==> config.mk <==
export PLATFORM = sky130hd
export DESIGN_NAME = instr_fetch_ctrl
export DESIGN_NICKNAME = d
export VERILOG_FILES = /design/src/rtl/instr_fetch_ctrl.sv
export SDC_FILE = /design/constraint.sdc
export NUM_CORES = 1
export LEC_CHECK = 0
export ABC_AREA = 1
export CORE_MARGIN = 2
export CORE_UTILIZATION = 40
export DETAILED_ROUTE_END_ITERATION = 10
export GPL_ROUTABILITY_DRIVEN = 0
export GPL_TIMING_DRIVEN = 0
export SYNTH_ARGS = -nofsm -noshare
export SYNTH_HDL_FRONTEND = slang
export SYNTH_SLANG_ARGS = --single-unit
==> constraint.sdc <==
create_clock -name clk_i -period 5.6 [get_ports clk_i]
set_input_delay 1.12 -clock clk_i [delete_from_list [all_inputs] [get_ports clk_i]]
set_output_delay 1.12 -clock clk_i [all_outputs]
set_load 0.05 [all_outputs]
==> src/rtl/instr_fetch_ctrl.sv <==
// instr_fetch_ctrl: in-order word fetch from instruction memory into a prefetch queue,
// with redirect flush, in-flight response discard and in-band address/alignment faults.
module instr_fetch_ctrl #(
    parameter int unsigned DEPTH     = 2,
    parameter logic [31:0] TEXT_ORG  = 32'h0000_1000,
    parameter logic [31:0] TEXT_END  = 32'h0000_2000,
    parameter logic [31:0] RESET_PC  = TEXT_ORG,
    parameter logic [31:0] FAULT_NOP = 32'h0000_0013
) (
    input  logic        clk_i,
    input  logic        rst_ni,
    input  logic        redirect_i,
    input  logic [31:0] redirect_pc_i,
    output logic        instr_valid_o,
    input  logic        instr_ready_i,
    output logic [31:0] instr_o,
    output logic [31:0] instr_pc_o,
    output logic        instr_fault_o,
    output logic        mem_req_o,
    output logic [31:0] mem_addr_o,
    input  logic        mem_rvalid_i,
    input  logic [31:0] mem_rdata_i
);
    localparam int AW = (DEPTH > 1) ? $clog2(DEPTH) : 1;
    localparam int CW = AW + 1;

    logic [31:0]      e_pc  [DEPTH];
    logic [31:0]      e_ins [DEPTH];
    logic [DEPTH-1:0] e_flt;
    logic [DEPTH-1:0] e_fil;
    logic [AW-1:0]    head;
    logic [AW-1:0]    tail;
    logic [AW-1:0]    fptr;
    logic [CW-1:0]    count;
    logic [CW-1:0]    pend;
    logic [CW-1:0]    discard;
    logic [31:0]      pc;
    logic             halted;
    logic             in_range;
    logic             pop;
    logic             want;
    logic             issue;
    logic             fault;
    logic             drop;
    logic             fill;
    logic [CW:0]      used;

    always_comb begin
        in_range      = pc[1:0] == 2'b00 && pc >= TEXT_ORG && pc <= TEXT_END - 32'd4;
        instr_valid_o = rst_ni && e_fil[head] && !redirect_i;
        pop           = instr_valid_o && instr_ready_i;
        // a head popped this cycle frees its slot for a same-cycle issue
        used          = {1'b0, count} - (CW+1)'(pop) + {1'b0, discard};
        want          = rst_ni && used < (CW+1)'(DEPTH) && !halted && !redirect_i;
        issue         = want && in_range;
        fault         = want && !in_range;
        drop          = mem_rvalid_i && discard != '0;
        fill          = mem_rvalid_i && discard == '0 && pend != '0;
        mem_req_o     = issue;
        mem_addr_o    = pc;
        instr_o       = e_ins[head];
        instr_pc_o    = e_pc[head];
        instr_fault_o = e_flt[head];
    end

    always_ff @(posedge clk_i) begin
        if (!rst_ni) begin
            for (int i = 0; i < DEPTH; i++) begin
                e_pc[i]  <= '0;
                e_ins[i] <= '0;
            end
            e_flt   <= '0;
            e_fil   <= '0;
            head    <= '0;
            tail    <= '0;
            fptr    <= '0;
            count   <= '0;
            pend    <= '0;
            discard <= '0;
            pc      <= RESET_PC;
            halted  <= 1'b0;
        end else if (redirect_i) begin
            // every still-unfilled entry has a response on its way that must be dropped
            e_fil   <= '0;
            head    <= '0;
            tail    <= '0;
            fptr    <= '0;
            count   <= '0;
            pend    <= '0;
            discard <= discard + pend - CW'(drop | fill);
            pc      <= redirect_pc_i;
            halted  <= 1'b0;
        end else begin
            if (drop)
                discard <= discard - CW'(1);
            if (fill) begin
                e_ins[fptr] <= mem_rdata_i;
                e_fil[fptr] <= 1'b1;
                fptr        <= fptr + AW'(1);
            end
            if (pop) begin
                e_fil[head] <= 1'b0;
                head        <= head + AW'(1);
            end
            if (issue || fault) begin
                e_pc[tail]  <= pc;
                e_flt[tail] <= fault;
                e_fil[tail] <= fault;
                tail        <= tail + AW'(1);
            end
            if (fault) begin
                e_ins[tail] <= FAULT_NOP;
                halted      <= 1'b1;
            end
            if (issue)
                pc <= pc + 32'd4;
            count <= count + CW'(issue | fault) - CW'(pop);
            pend  <= pend + CW'(issue) - CW'(fill);
        end
    end

    // a response with nothing outstanding means the memory broke its one-response-per-request contract
    a_rvalid_expected: assert property (@(posedge clk_i) disable iff (!rst_ni)
        mem_rvalid_i |-> (discard != '0 || pend != '0));

endmodule

==> impl_results.md, run 1 <==
- Status: completed
- Setup Slack @ Placement: -426 ps
- Min-delay worst type: reg2reg
- Sum Neg Setup Slack: 0 ps
- Maxcap violations: 0
- Clk_lat worst skew: around 440 ps
- Ys async rst share: 0
- Commonest cells post-synth: inv_1 (179), nand2_1 (176), nor2_1 (141)
- Clock sinks: 175
- P&R area growth vs syn: 31.4%
- Synth cell types: 34
- Area share of the largest cell type after synthesis: 0.273
- Drt total wl: between 20000 and 25000 um
- CP Data Arrival Time: around 4200 ps
- Fmax: around 190 MHz
- TritonRoute pass-1 iters: 5
- Routed len/inst: between 15 and 20 um
- ANT nets after route: 0
- Mapped Cells: 1012
- Yosys warns: 0
- Tmin final: between 5000 and 6000 ps
- Final Hold Fails: 0
- Global-route wire length before repair: about 36000 um
- Worst-path maximum fanout: 10
- DR iter-0 viols: between 300 and 400
- Dominant cell by count in the synthesized netlist: inv_1
- Top Ports: around 170
- Maximum VDD drop: between 200 and 250 uV
- Power density cells: around 280 nW/um^2
- Total chip power: between 3 and 4 mW
- Num rows: 52
- Largest net degree at the start of global routing: 33
- Fill cell count: about 1900
- Floorplan die width: ~150 um
- Met2 wire length: about 11000 um
- Area contributors post-synth: dfxtp_1 (27%), edfxtp_1 (24%), inv_1 (8.3%)
- ANT cells: 0
- Root Buffer: clkbuf_16
- Htree depth: 4
- Final setup viols: 0
- DR vias/cell: approximately 4.8
- Critical setup path kind: in2out
- CTS clock-pin slew for the worst setup and hold paths: ~70 ps
- Worst EP required: between 4000 and 5000 ps
- # port buffers: around 170
- Final period util: 0.943
- Vias in the first global route: between 6000 and 7000
- Placed wire-length estimate: roughly 16000 um
- Most used DFF post-synth: dfxtp_1
- Slew headroom: 0.401
- CTS buffer count: 17
- CTS tree: yes
- Die Y-Extent: between 100 and 150 um
- NumNets Final: ~1300
- Post-synth EDFFs: 64
- CP endpoint kind: primary output
- Met1 wire length: 10800 um
- Worst setup SP type: primary input
- Initial antenna violation count: 0
- Setup Skew: about 19 ps
- Netlist Area Pre-Place: ~8100 sq um
- Core Box Area: 20100 sq um
- Drt drc: 0
- Tot GR Track Use: 0.214
- Slew Limit Fails: 0
- Leak pwr: between 4 and 5 nW
- Gr ovfl total: 0
- RSZ-0062 raised after global routing: false
- Uppermost routed layer: met4
- Largest area contributor in the synthesized netlist: dfxtp_1
- Die ar.: around 21000 sq um
- Initial Util: 0.405
- WL met3: 977 um
- Final hold slack: about 460 ps
- Share of cells above drive strength 1: 0.0843
- Syn avg cell area: approximately 8.0 sq um
- Slack of the critical path: about 320 ps
- Max Buffers Root-to-Sink: 2
- Final Core Density: 0.532
- Syn nets: between 1000 and 1500
- Worst slew pin tran: approximately 900 ps
- Post-synthesis sequential area ratio: 0.509
- Seq cells post-synth: 175
- Routed vias: 7062
## worst paths after layout
check / slack [ps] / cells after the start / end / startpoint
max reg2reg: 1930 / 17 / e_pc[0][13]$_SDFFCE_PN0P_ / head$_SDFFE_PP0P_
min: 460 / 2 / halted$_SDFFE_PP0P_ / halted$_SDFFE_PP0P_
max: 320 / 15 / mem_req_o / redirect_i
min reg2reg: 460 / 2 / halted$_SDFFE_PP0P_ / halted$_SDFFE_PP0P_
## routing by layer
layer	up-vias	global-route usage
met5	-	0
li1	3570	-
met2	159	0.339
met4	0	0.0704
met1	3307	0.297
met3	26	0.0363
## worst max-delay path, stage by stage
cell and delay (ps):
clkdlybuf4s50_1 450, inv_2 220, nand2_4 140, nor2_1 110, nand3_1 90, inv_1 140, ha_1 250, inv_1 50
nand2_1 60, fa_1 470, nand3_1 170, nor2_8 200, inv_2 80, nor2_2 280, buf_2 330
## area by class of cell
type / instances / area, sq um / share of cell area
Clock buffer: 18 / 450 / 0.0421
Timing Repair Buffer: 166 / 1660 / 0.155
Clock inverter: 14 / 105 / 0.00983
Buffer: 54 / 240 / 0.0225
Sequential cell: 175 / 4140 / 0.388
Inverter: 184 / 693 / 0.0648
Tap cell: 270 / 338 / 0.0316
Multi-Input combinational cell: 599 / 3060 / 0.287
## placed cells by master (no fill, tap or decap), types with 5 or more instances in the layout
master           instances
edfxtp_1                64
buf_1                    9
buf_2                   19
nor2_1                 140
xnor2_1                  5
o21ai_0                 76
clkdlybuf4s50_1        165
clkbuf_16               18
o211ai_1                 8
inv_6                    5
a21oi_1                 23
clkbuf_1                25
dfxtp_1                111
nand3_1                 69
o22ai_1                 29
mux2_2                  32
ha_1                    11
inv_1                  180
nand2_1                174
## logic make-up (layout without fill, tap and decap cells)
kind of cell | count (synthesis) | count (layout) | share of synthesized area
fa+ha+maj | 12 | 12 | 0.0194
flops | 175 | 175 | 0.509
compound gates | 145 | 145 | 0.0988
mux | 32 | 32 | 0.0443
buf+inv | 238 | 436 | 0.115
simple gates | 401 | 401 | 0.204
xor+xnor | 9 | 9 | 0.00969
## where the power goes
| part | total [mW] | internal (mW) | switching, mW |
|---|---|---|---|
| clock network | 1.13 | 0.599 | 0.526 |
| registers | 1.40 | 1.37 | 0.0297 |
| logic | 0.502 | 0.177 | 0.325 |
## timing repair
action	in CTS	in global routing
setup buffers	0	0
resized for setup	3	3
setup endpoints to repair	1	1
hold buffers	0	0
## sequential cells by signal, summed over array words and instances, names as in the netlist, named ones only
signal and count:
e_fil 2, discard 2, e_pc 64, mem_addr_o 32, halted 1, tail 1
e_ins 64, e_flt 2, head 1, pend 2, count 2, fptr 1
## through the flow
step | instance area (sq um) | std cells
4_1_cts | 10700 | 1480
3_3_place_gp | 10100 | 1448
6_report | 10700 | 1480
3_5_place_dp | 10100 | 1448
2_1_floorplan | 8130 | 1012
5_1_grt | 10700 | 1480
Note: power is estimated with default switching activity, not from simulation.
==> run 2: changes to the inputs <==
--- a/config.mk
+++ b/config.mk
@@ -9,8 +9,8 @@
 export CORE_MARGIN = 2
 export CORE_UTILIZATION = 40
 export DETAILED_ROUTE_END_ITERATION = 10
-export GPL_ROUTABILITY_DRIVEN = 0
 export GPL_TIMING_DRIVEN = 0
+export SETUP_SLACK_MARGIN = 0.1
 export SYNTH_ARGS = -nofsm -noshare
 export SYNTH_HDL_FRONTEND = slang
 export SYNTH_SLANG_ARGS = --single-unit
==> run 2 against run 1 <==
Net effect: via count is 0.11% lower; clock-buffer cell count stayed put; critical path type unchanged; total power hardly changed; sequential power hardly changed; core utilization hardly changed; first-iteration DRC count is 0.31% higher; critical endpoint unchanged.
==> impl_results.md, run 2 (same netlist as run 1, synthesis figures left out) <==
- Status: completed
- P&R area growth vs syn: 31.5% (about the same)
- Die ar.: 21500 sq um (unchanged)
- Non-Filler Instances: 1480 (unchanged)
- # port buffers: 166 (unchanged)
- Vias in the first global route: 6666 (unchanged)
- Slew headroom: 0.403 (+0.00202)
- Final period util: 0.940 (-0.00295)
- ANT cells: 0 (unchanged)
- Uppermost routed layer: met4
- DR iter-0 viols: 322 (+0.31%)
- Die Y-Extent: 147 um (unchanged)
- Worst setup SP type: primary input
- Crit path max-delay cell type: fa_1
- Tot GR Track Use: 0.214 (unchanged)
- Post-CTS Hold Buffers: 0 (unchanged)
- Final setup viols: 0 (unchanged)
- Most common cell after layout, fill and taps aside: inv_1
- Top Ports: 168 (unchanged)
- Final Hold Fails: 0 (unchanged)
- Initial antenna violation count: 0 (unchanged)
- CTS tree: yes
- Clk_lat worst skew: 440 ps (about the same)
- TritonRoute pass-1 iters: 5 (unchanged)
- Worst slew pin tran: 893 ps (-3.03 ps)
- Core Box Area: 20100 sq um (unchanged)
- Setup Skew: 19.3 ps (+0.00160 ps)
- Slack of the critical path: 333 ps (+16.5 ps)
- Worst-path maximum fanout: 10 (unchanged)
- Share of cells above drive strength 1: 0.0843 (unchanged)
- Worst path cell trace: clkdlybuf4s50_1 > inv_2 > nand2_4 > nor2_1 > nand3_1 > inv_1 > ha_1 > inv_1 > nand2_1 > fa_1 > nand3_1 > nor2_8 > inv_2 > nor2_2 > clkbuf_4
- Most frequent cells in the layout: inv_1 (180), nand2_1 (174), clkdlybuf4s50_1 (165), nor2_1 (140), dfxtp_1 (111)
- Placed insts: 1448 (unchanged)
- CTS buffer count: 17 (unchanged)
- Final hold slack: 461 ps (unchanged)
- Routed vias: 7054 (-0.11%)
- WP buf/inv: 6 (unchanged)
- CTS clock-pin slew for the worst setup and hold paths: 70 ps (about the same)
- WL met3: 952 um (-2.6%)
- GPL Wtd Cong: around 0.8
- Clock sinks: 175 (unchanged)
- DR vias/cell: 4.77 (-0.11%)
- Leak pwr: 4.68 nW (about the same)
- Max Buffers Root-to-Sink: 2 (unchanged)
- Initial Util: 0.405 (unchanged)
- Floorplan die width: 147 um (unchanged)
- Drt drc: 0 (unchanged)
- Htree depth: 4 (unchanged)
- Postcts setup bufs: 0 (unchanged)
- Gr ovfl total: 0 (unchanged)
- Routed len/inst: 15.3 um (about the same)
- ANT nets after route: 0 (unchanged)
- Slew Limit Fails: 0 (unchanged)
- CP top delay family: buffers and inverters
- Global-route wire length before repair: 35800 um (unchanged)
- Num rows: 52 (unchanged)
- Placed wire-length estimate: 16000 um (unchanged)
- Maxcap violations: 0 (unchanged)
- Met2 wire length: 10500 um (unchanged)
- Power density cells: 283 nW/um^2 (about the same)
- Setup Slack @ Placement: -426 ps (unchanged)
- Met1 wire length: 10800 um (+0.32%)
- Largest net degree at the start of global routing: 33 (unchanged)
- Drt total wl: 22600 um (about the same)
- Worst EP required: 4480 ps (about the same)
- Root Buffer: clkbuf_16
- Tmin final: 5270 ps (-16.5 ps)
- CP endpoint kind: primary output
- Worst path max stage delay: 470 ps (about the same)
- Maximum VDD drop: 220 uV (about the same)
- Fmax: 190 MHz (+0.31%)
- RSZ-0062 raised after global routing: false
- CP Data Arrival Time: 4150 ps (about the same)
- Min-delay worst type: reg2reg
- NumNets Final: 1278 (unchanged)
- Critical setup path kind: in2out
-- run 2: cell count changes in the layout (fill, tap and decap cells not counted), sizes merged --
cell | before | now
clkbuf | 43 | 44
buf | 30 | 29
-- run 2: layout make-up --
cell class	count	area (sq um)
Tap cell	270	338
Inverter	184	693
Timing Repair Buffer	166	1660
Multi-Input combinational cell	599	3060
Clock inverter	14	105
Sequential cell	175	4140
Clock buffer	18	450
Buffer	54	240
Fill cell	1921	9410
-- run 2: what timing repair did --
item	4_1_cts	5_1_grt
setup endpoints to repair	1	1
cloned	0	0
gates resized for setup	4	3
-- run 2: report_power, final --
part	internal [mW]	total [mW]	leakage (nW)	switching [mW]
sequential	1.37	1.40	1.57	0.0299
clock	0.599	1.13	0.266	0.526
combinational	0.177	0.502	2.84	0.325
-- run 2: routing by layer --
metal	track usage	up-vias
met5	0	-
met1	0.297	3300
met3	0.0363	26
met4	0.0704	0
li1	-	3570
met2	0.339	158
-- run 2: worst paths after layout --
| kind | startpoint | end | slack [ps] | cells past startpoint |
|---|---|---|---|---|
| worst max-delay path | redirect_i | mem_req_o | 330 | 15 |
| worst min-delay path | halted$_SDFFE_PP0P_ | halted$_SDFFE_PP0P_ | 460 | 2 |
| worst max register to register | head$_SDFFE_PP0P_ | e_pc[0][13]$_SDFFCE_PN0P_ | 1930 | 17 |
| worst min register to register | halted$_SDFFE_PP0P_ | halted$_SDFFE_PP0P_ | 460 | 2 |
-- run 2: metrics by stage --
stage | total power [mW] | TNS, ps | utilization | cell area (sq um)
3_3_place_gp | 1.93 | -3920 | 0.504 | 10100
5_1_grt | 3.15 | 0 | 0.532 | 10700
6_report | 3.03 | 0 | 0.532 | 10700
3_5_place_dp | 1.94 | -426 | 0.504 | 10100
2_1_floorplan | 1.74 | 0 | - | 8130
4_1_cts | 3.05 | 0 | 0.532 | 10700
-- run 2: tightest hold or removal path, stage by stage (launching register included) --
cell and delay [ps]:
dfxtp_1 300, inv_1 60, a21oi_1 60
